## src/rtl/pll_mode_sequencer_if.sv

```systemverilog
// Mode-request handshake between a video-mode controller and the PLL sequencer.
interface pll_mode_sequencer_if;
  logic       cfg_valid;
  logic       cfg_ready;
  logic [1:0] cfg_mode;

  modport master (output cfg_valid, output cfg_mode, input cfg_ready);
  modport slave  (input cfg_valid, input cfg_mode, output cfg_ready);
endinterface

```

## src/rtl/pll_mode_sequencer.sv

```systemverilog
// Video PLL mode sequencer: drives dynamic divider codes, qualifies LOCK, retries on timeout.
// Optional PLL reset output enabled by `define PLL_MODE_SEQUENCER_PLL_RESET_EN.
module pll_mode_sequencer #(
  parameter int unsigned DEFAULT_MODE        = 0,
  parameter int unsigned SETTLE_CYCLES       = 64,
  parameter int unsigned LOCK_STABLE_CYCLES  = 1024,
  parameter int unsigned LOCK_TIMEOUT_CYCLES = 2700000,
  parameter int unsigned MAX_RETRIES         = 3,
  parameter int unsigned CNT_W               = 24
) (
  input  logic                 clk,
  input  logic                 reset,
  pll_mode_sequencer_if.slave  cfg,
  input  logic                 pll_lock,
  output logic [5:0]           idsel,
  output logic [5:0]           fbdsel,
  output logic [5:0]           odsel,
  output logic                 video_rst,
  output logic [1:0]           cur_mode,
  output logic                 done,
  output logic                 fault,
  output logic                 lock_lost
`ifdef PLL_MODE_SEQUENCER_PLL_RESET_EN
  ,
  output logic                 pll_reset
`endif
);

  localparam int unsigned CODE_W  = 6;
  localparam int unsigned MODE_W  = 2;
  localparam int unsigned CODES_W = 3 * CODE_W;
  localparam int unsigned RETRY_W = (MAX_RETRIES < 1) ? 1 : $clog2(MAX_RETRIES + 1);

  typedef enum logic [2:0] {
    S_APPLY,
    S_SETTLE,
    S_WAIT_LOCK,
    S_RUN,
    S_FAULT
  } state_t;

  // {idsel, fbdsel, odsel} for a mode; 6-bit wrap makes a divisor of 64 encode to 0
  function automatic logic [CODES_W-1:0] codes_for(input logic [MODE_W-1:0] m);
    logic [6:0] idiv, fbdiv, odiv;
    case (m)
      2'd0:    begin idiv = 7'd15; fbdiv = 7'd14; odiv = 7'd16; end
      2'd1:    begin idiv = 7'd1;  fbdiv = 7'd1;  odiv = 7'd16; end
      2'd2:    begin idiv = 7'd4;  fbdiv = 7'd11; odiv = 7'd8;  end
      default: begin idiv = 7'd2;  fbdiv = 7'd11; odiv = 7'd4;  end
    endcase
    return {CODE_W'(7'd64 - idiv), CODE_W'(7'd64 - fbdiv), CODE_W'(7'd64 - (odiv >> 1))};
  endfunction

  state_t               state_q, state_d;
  logic [CNT_W-1:0]     cnt_q, cnt_d;
  logic [CNT_W-1:0]     stab_q, stab_d;
  logic [RETRY_W-1:0]   retry_q, retry_d;
  logic [MODE_W-1:0]    mode_q, mode_d;
  logic [CODES_W-1:0]   codes_q, codes_d;
  logic                 video_rst_q, video_rst_d;
  logic                 ready_q, ready_d;
  logic                 done_q, done_d;
  logic                 fault_q, fault_d;
  logic                 lost_q, lost_d;
  logic                 lock_meta_q, lock_sync_q;
  logic                 xfer;
`ifdef PLL_MODE_SEQUENCER_PLL_RESET_EN
  logic                 prst_q, prst_d;
  logic [3:0]           prst_cnt_q, prst_cnt_d;
`endif

  assign xfer = cfg.cfg_valid & ready_q;

  always_comb begin
    state_d     = state_q;
    cnt_d       = cnt_q;
    stab_d      = stab_q;
    retry_d     = retry_q;
    mode_d      = mode_q;
    codes_d     = codes_q;
    video_rst_d = 1'b1;
    done_d      = 1'b0;
    fault_d     = fault_q;
    lost_d      = lost_q;
`ifdef PLL_MODE_SEQUENCER_PLL_RESET_EN
    prst_d      = 1'b0;
    prst_cnt_d  = prst_cnt_q;
`endif

    case (state_q)
      S_APPLY: begin
        cnt_d   = '0;
        stab_d  = '0;
        state_d = S_SETTLE;
`ifdef PLL_MODE_SEQUENCER_PLL_RESET_EN
        prst_d     = 1'b1;
        prst_cnt_d = '0;
`endif
      end
      S_SETTLE: begin
`ifdef PLL_MODE_SEQUENCER_PLL_RESET_EN
        // settle counting is held off while the PLL is still in reset
        if (prst_q) begin
          prst_cnt_d = prst_cnt_q + 4'd1;
          prst_d     = (prst_cnt_q != 4'd15);
        end else
`endif
        if (cnt_q == CNT_W'(SETTLE_CYCLES - 1)) begin
          state_d = S_WAIT_LOCK;
          cnt_d   = '0;
          stab_d  = '0;
        end else begin
          cnt_d = cnt_q + CNT_W'(1);
        end
      end
      S_WAIT_LOCK: begin
        cnt_d  = cnt_q + CNT_W'(1);
        stab_d = lock_sync_q ? stab_q + CNT_W'(1) : '0;
        // qualification is checked first so it wins over a coincident timeout
        if (lock_sync_q && (stab_q == CNT_W'(LOCK_STABLE_CYCLES - 1))) begin
          state_d = S_RUN;
          done_d  = 1'b1;
          retry_d = '0;
        end else if (cnt_q == CNT_W'(LOCK_TIMEOUT_CYCLES - 1)) begin
          if (retry_q < RETRY_W'(MAX_RETRIES)) begin
            retry_d = retry_q + RETRY_W'(1);
            state_d = S_APPLY;
          end else begin
            state_d = S_FAULT;
            fault_d = 1'b1;
            done_d  = 1'b1;
          end
        end
      end
      S_RUN: begin
        if (!lock_sync_q) begin
          lost_d  = 1'b1;
          state_d = S_WAIT_LOCK;
          cnt_d   = '0;
          stab_d  = '0;
          retry_d = '0;
        end else begin
          video_rst_d = 1'b0;
        end
      end
      S_FAULT: ;
      default: state_d = S_APPLY;
    endcase

    // an accepted request overrides anything decided in RUN/FAULT above
    if (xfer) begin
      state_d     = S_APPLY;
      mode_d      = cfg.cfg_mode;
      fault_d     = 1'b0;
      lost_d      = 1'b0;
      retry_d     = '0;
      video_rst_d = 1'b1;
    end

    if (state_d == S_APPLY) begin
      codes_d = codes_for(mode_d);
`ifdef PLL_MODE_SEQUENCER_PLL_RESET_EN
      prst_d     = 1'b1;
      prst_cnt_d = '0;
`endif
    end

    ready_d = (state_d == S_RUN) || (state_d == S_FAULT);
  end

  always_ff @(posedge clk or posedge reset) begin
    if (reset) begin
      state_q     <= S_APPLY;
      cnt_q       <= '0;
      stab_q      <= '0;
      retry_q     <= '0;
      mode_q      <= MODE_W'(DEFAULT_MODE);
      codes_q     <= codes_for(MODE_W'(DEFAULT_MODE));
      video_rst_q <= 1'b1;
      ready_q     <= 1'b0;
      done_q      <= 1'b0;
      fault_q     <= 1'b0;
      lost_q      <= 1'b0;
      lock_meta_q <= 1'b0;
      lock_sync_q <= 1'b0;
`ifdef PLL_MODE_SEQUENCER_PLL_RESET_EN
      prst_q      <= 1'b1;
      prst_cnt_q  <= '0;
`endif
    end else begin
      state_q     <= state_d;
      cnt_q       <= cnt_d;
      stab_q      <= stab_d;
      retry_q     <= retry_d;
      mode_q      <= mode_d;
      codes_q     <= codes_d;
      video_rst_q <= video_rst_d;
      ready_q     <= ready_d;
      done_q      <= done_d;
      fault_q     <= fault_d;
      lost_q      <= lost_d;
      lock_meta_q <= pll_lock;
      lock_sync_q <= lock_meta_q;
`ifdef PLL_MODE_SEQUENCER_PLL_RESET_EN
      prst_q      <= prst_d;
      prst_cnt_q  <= prst_cnt_d;
`endif
    end
  end

  assign idsel         = codes_q[17:12];
  assign fbdsel        = codes_q[11:6];
  assign odsel         = codes_q[5:0];
  assign video_rst     = video_rst_q;
  assign cur_mode      = mode_q;
  assign done          = done_q;
  assign fault         = fault_q;
  assign lock_lost     = lost_q;
  assign cfg.cfg_ready = ready_q;
`ifdef PLL_MODE_SEQUENCER_PLL_RESET_EN
  assign pll_reset     = prst_q;
`endif

endmodule

```

## src/flat_wrapper.sv

```systemverilog
// flat-port wrapper written by rule: the top's interface ports become plain ports
module pll_mode_sequencer_flat 
#(
  parameter int unsigned DEFAULT_MODE        = 0,
  parameter int unsigned SETTLE_CYCLES       = 64,
  parameter int unsigned LOCK_STABLE_CYCLES  = 1024,
  parameter int unsigned LOCK_TIMEOUT_CYCLES = 2700000,
  parameter int unsigned MAX_RETRIES         = 3,
  parameter int unsigned CNT_W               = 24
)
  (clk, reset, pll_lock, idsel, fbdsel, odsel, video_rst, cur_mode, done, fault, lock_lost, cfg_cfg_valid, cfg_cfg_mode, cfg_cfg_ready);
  pll_mode_sequencer_if cfg_i ();
  input  logic clk;
  input  logic reset;
  input  logic pll_lock;
  output logic [5:0] idsel;
  output logic [5:0] fbdsel;
  output logic [5:0] odsel;
  output logic video_rst;
  output logic [1:0] cur_mode;
  output logic done;
  output logic fault;
  output logic lock_lost;
  input wire logic [$bits(cfg_i.cfg_valid)-1:0] cfg_cfg_valid;
  input wire logic [$bits(cfg_i.cfg_mode)-1:0] cfg_cfg_mode;
  output wire logic [$bits(cfg_i.cfg_ready)-1:0] cfg_cfg_ready;
  assign cfg_i.cfg_valid = cfg_cfg_valid;
  assign cfg_i.cfg_mode = cfg_cfg_mode;
  assign cfg_cfg_ready = cfg_i.cfg_ready;
  pll_mode_sequencer #(.DEFAULT_MODE(DEFAULT_MODE), .SETTLE_CYCLES(SETTLE_CYCLES), .LOCK_STABLE_CYCLES(LOCK_STABLE_CYCLES), .LOCK_TIMEOUT_CYCLES(LOCK_TIMEOUT_CYCLES), .MAX_RETRIES(MAX_RETRIES), .CNT_W(CNT_W)) u_core (.clk(clk), .reset(reset), .cfg(cfg_i), .pll_lock(pll_lock), .idsel(idsel), .fbdsel(fbdsel), .odsel(odsel), .video_rst(video_rst), .cur_mode(cur_mode), .done(done), .fault(fault), .lock_lost(lock_lost));
endmodule
```

## config.mk

```make
export PLATFORM = sky130hd
export DESIGN_NAME = pll_mode_sequencer_flat
export DESIGN_NICKNAME = d
export VERILOG_FILES = /design/src/rtl/pll_mode_sequencer_if.sv /design/src/rtl/pll_mode_sequencer.sv /design/src/flat_wrapper.sv
export SDC_FILE = /design/constraint.sdc
export NUM_CORES = 1
export LEC_CHECK = 0
export BUFFER_PORTS_ARGS = -buffer_cell sky130_fd_sc_hd__buf_2
export CORE_MARGIN = 5
export CORE_UTILIZATION = 60
export CTS_CLUSTER_SIZE = 20
export DETAILED_ROUTE_END_ITERATION = 10
export HOLD_SLACK_MARGIN = 0.02
export PLACE_DENSITY = 0.8
export SLEW_MARGIN = 20
export SYNTH_ARGS = -nofsm -noshare
export SYNTH_HDL_FRONTEND = slang
export SYNTH_SLANG_ARGS = --single-unit
```

## constraint.sdc

```tcl
create_clock -name clk -period 2.95 [get_ports clk]
set_clock_uncertainty 0.1 [all_clocks]
set_input_delay 0.1475 -clock clk [delete_from_list [all_inputs] [get_ports clk]]
set_output_delay 0.1475 -clock clk [all_outputs]
set_load 0.1 [all_outputs]
```

==> out/metrics.yaml <==
status: "completed"
ios: 31
arrival_ps: 2930
cellLeakagePower_uw: 0.00199
ctsLongestPathBuffers: 2
synth_seq_cells: 75
nets: 436
slew_viol_final: 0
vias: 3025
drt-initial-drc-count: 224
core.rowCount: 29
grt_pass1_wl_um: 13900
drcViolationCount: 0
port_buffers: 29
end_kind: "flop"
critPathLaunchType: "flop"
rsz0062_at_grt: "false"
cp_cell_sequence: "ha_1, and3_1, and3_1, a2111oi_1, or3_1, o311ai_4, buf_4, mux2_4"
dieArea_um2: 8120
routedWlPerCell_um: 15.8
critPathTopFamily: "simple AND/OR/NAND/NOR gates"
timing.slew.headroom_pct: 48.0
dpl_cell_area_um2: 4030
async_flop_share_pct: 100
fmax_mhz: 358
fin_setup_tns_ps: 0
critPathMostFrequentCell: "and3_1"
ys_seq_area_share_pct: 49.0
ant_nets: 0
critPathMaxFanout: 9
first_pass_iters: 5
grt_pass1_vias: 2889
post_cts_resized: 0
worstSkewPairLatency_ps: 350
drive_gt1_share_pct: 17.9
finalInstanceArea_um2: 4290
worst_pin_slew_ps: 770
grt_overflow: 0
finalHoldViolCount: 0
antennaDiodeCount: 0
fin_crit_sh_pct: 94.8
synth_top_area_cell: "dfrtp_1"
die_y_um: 90.1
vdd_ir_drop_max_mv: 0.921
synth_cells: 396
fin_crit_ps: 2800
avgSynthCellArea_um2: 9.72
cap_violations: 0
setup_viol: 0
cts_tree: "done"
worstHoldPathType: "primary input to flop"
ys_warn_count: 0
ys_top_cells_by_area: "dfrtp_1 43%, dfstp_2 6.1%, xor2_1 5.5%"
grt_max_degree: 42
synth_nets: 406
drt_wl_total_um: 8040
routabilityCongestion: 0.920
die_w_um: 90.1
required_ps: 3090
p_per_area_nw_per_um2: 764
synth_edf_count: 0
crit_path_max_incr_delay_ps: 520
dp.cells: 485
cp_slowest_cell: "a2111oi_1"
synth.top_cell.area_share_pct: 42.9
grt.total_usage_pct: 20.5
instances_no_fill: 508
cts_sinks: 75
post-dp-hpwl_um: 5510
synth_cell_types: 53
path_class: "flop to flop"
path_buf_inv: 1
antenna_found_initial: 0
root_buffer: "clkbuf_8"
synth_most_common_cell: "dfrtp_1"
area_delta_synth_final_pct: 11.4
numCtsBuffers: 9
initial_core_util_pct: 61.0
synthTopCellsByCount: "66 x dfrtp_1, 55 x nor2_1, 35 x nand2_1"
clk_pin_slew_worst_paths_ps: 80
coreArea_um2: 6310
ys.flop_type: "dfrtp_1"
h-tree-depth: 3
syn_area_um2: 3850
vias_per_cell: 5.95
worst paths after layout:
path,cells after the start,slack [ps],from,end
setup / recovery,8,150,u_core.stab_q[0],u_core.codes_q[1]
hold / removal,3,80,cfg_cfg_valid,u_core.retry_q[1]
setup reg to reg,8,150,u_core.stab_q[0],u_core.codes_q[1]
hold reg to reg,0,250,u_core.lock_meta_q,u_core.lock_sync_q
max in group asynchronous,4,1660,reset,u_core.video_rst
min in group asynchronous,3,350,reset,u_core.cnt_q[21]
registers in the layout, summed over array words and instances (netlist names), 2 cells and up:
name	flops
u_core.cnt_q	24
u_core.stab_q	24
u_core.codes_q	13
u_core.state_q	3
u_core.cur_mode	2
u_core.retry_q	2
metal layers:
layer	share of wire (%)	global-route usage (%)
met5	0	0
met4	1.6	7.57
met3	5.2	5.34
met2	46	31.0
met1	47	28.5
tightest hold or removal path: cells and delay by family:
family / cells / cell delay (ps)
AND/OR/NAND/NOR: 1 / 120
AO/OA/AOI/OAI: 1 / 140
buffers and inverters: 1 / 80
area by class of cell:
| cell class | instances | area, um^2 |
|---|---|---|
| fill | 480 | 2020 |
| inverter | 9 | 33.8 |
| multi-input combinational | 291 | 1820 |
| tap | 77 | 96.3 |
| clock inverter | 6 | 63.8 |
| clock buffer | 10 | 138 |
| timing repair buffer | 40 | 250 |
| sequential | 75 | 1890 |
placed cells by master (no fill, tap or decap), types with 8 or more instances in the layout:
master,n
and3_1,13
clkbuf_8,10
dfstp_2,9
inv_1,8
buf_2,29
nand4_1,20
dfrtp_1,66
nand3_1,15
nor3_1,11
o21ai_0,23
xor2_1,24
nand2_1,35
nor2_1,55
repair_timing:
item	in CTS	in global routing
endpoints found under the hold margin	37	0
hold buffers	4	0
buffers inserted	0	3
setup endpoints to repair	0	2
kinds of logic after synthesis:
logic type / share of synthesized area, %
AOI/OAI and AO/OA: 9.39
xor gates and xnor gates: 7.05
adders and majority gates: 1.30
buffers and inverters: 3.83
DFF: 49.0
muxes: 3.22
other: 0.0974
and+or+nand+nor: 26.1
per-stage QoR:
stage / utilization (%) / hold slack, ps / total power, uW / setup WS (ps)
after floorplan: - / 78.9 / 2330 / 449
after global placement: 63.8 / 156 / 2450 / 268
after detailed placement: 63.8 / 158 / 2470 / 180
after CTS: 67.6 / 62.0 / 3270 / 155
after global routing: 67.9 / 101 / 3420 / 10.1
final: 67.9 / 81.9 / 3280 / 154
power breakdown:
group          switching (uW)  internal, uW  leakage, uW
logic                     943           259     0.000909
registers                 114          1160     0.000986
clock network             390           413    0.0000987
No activity file was read; power rests on OpenSTA's default activity.
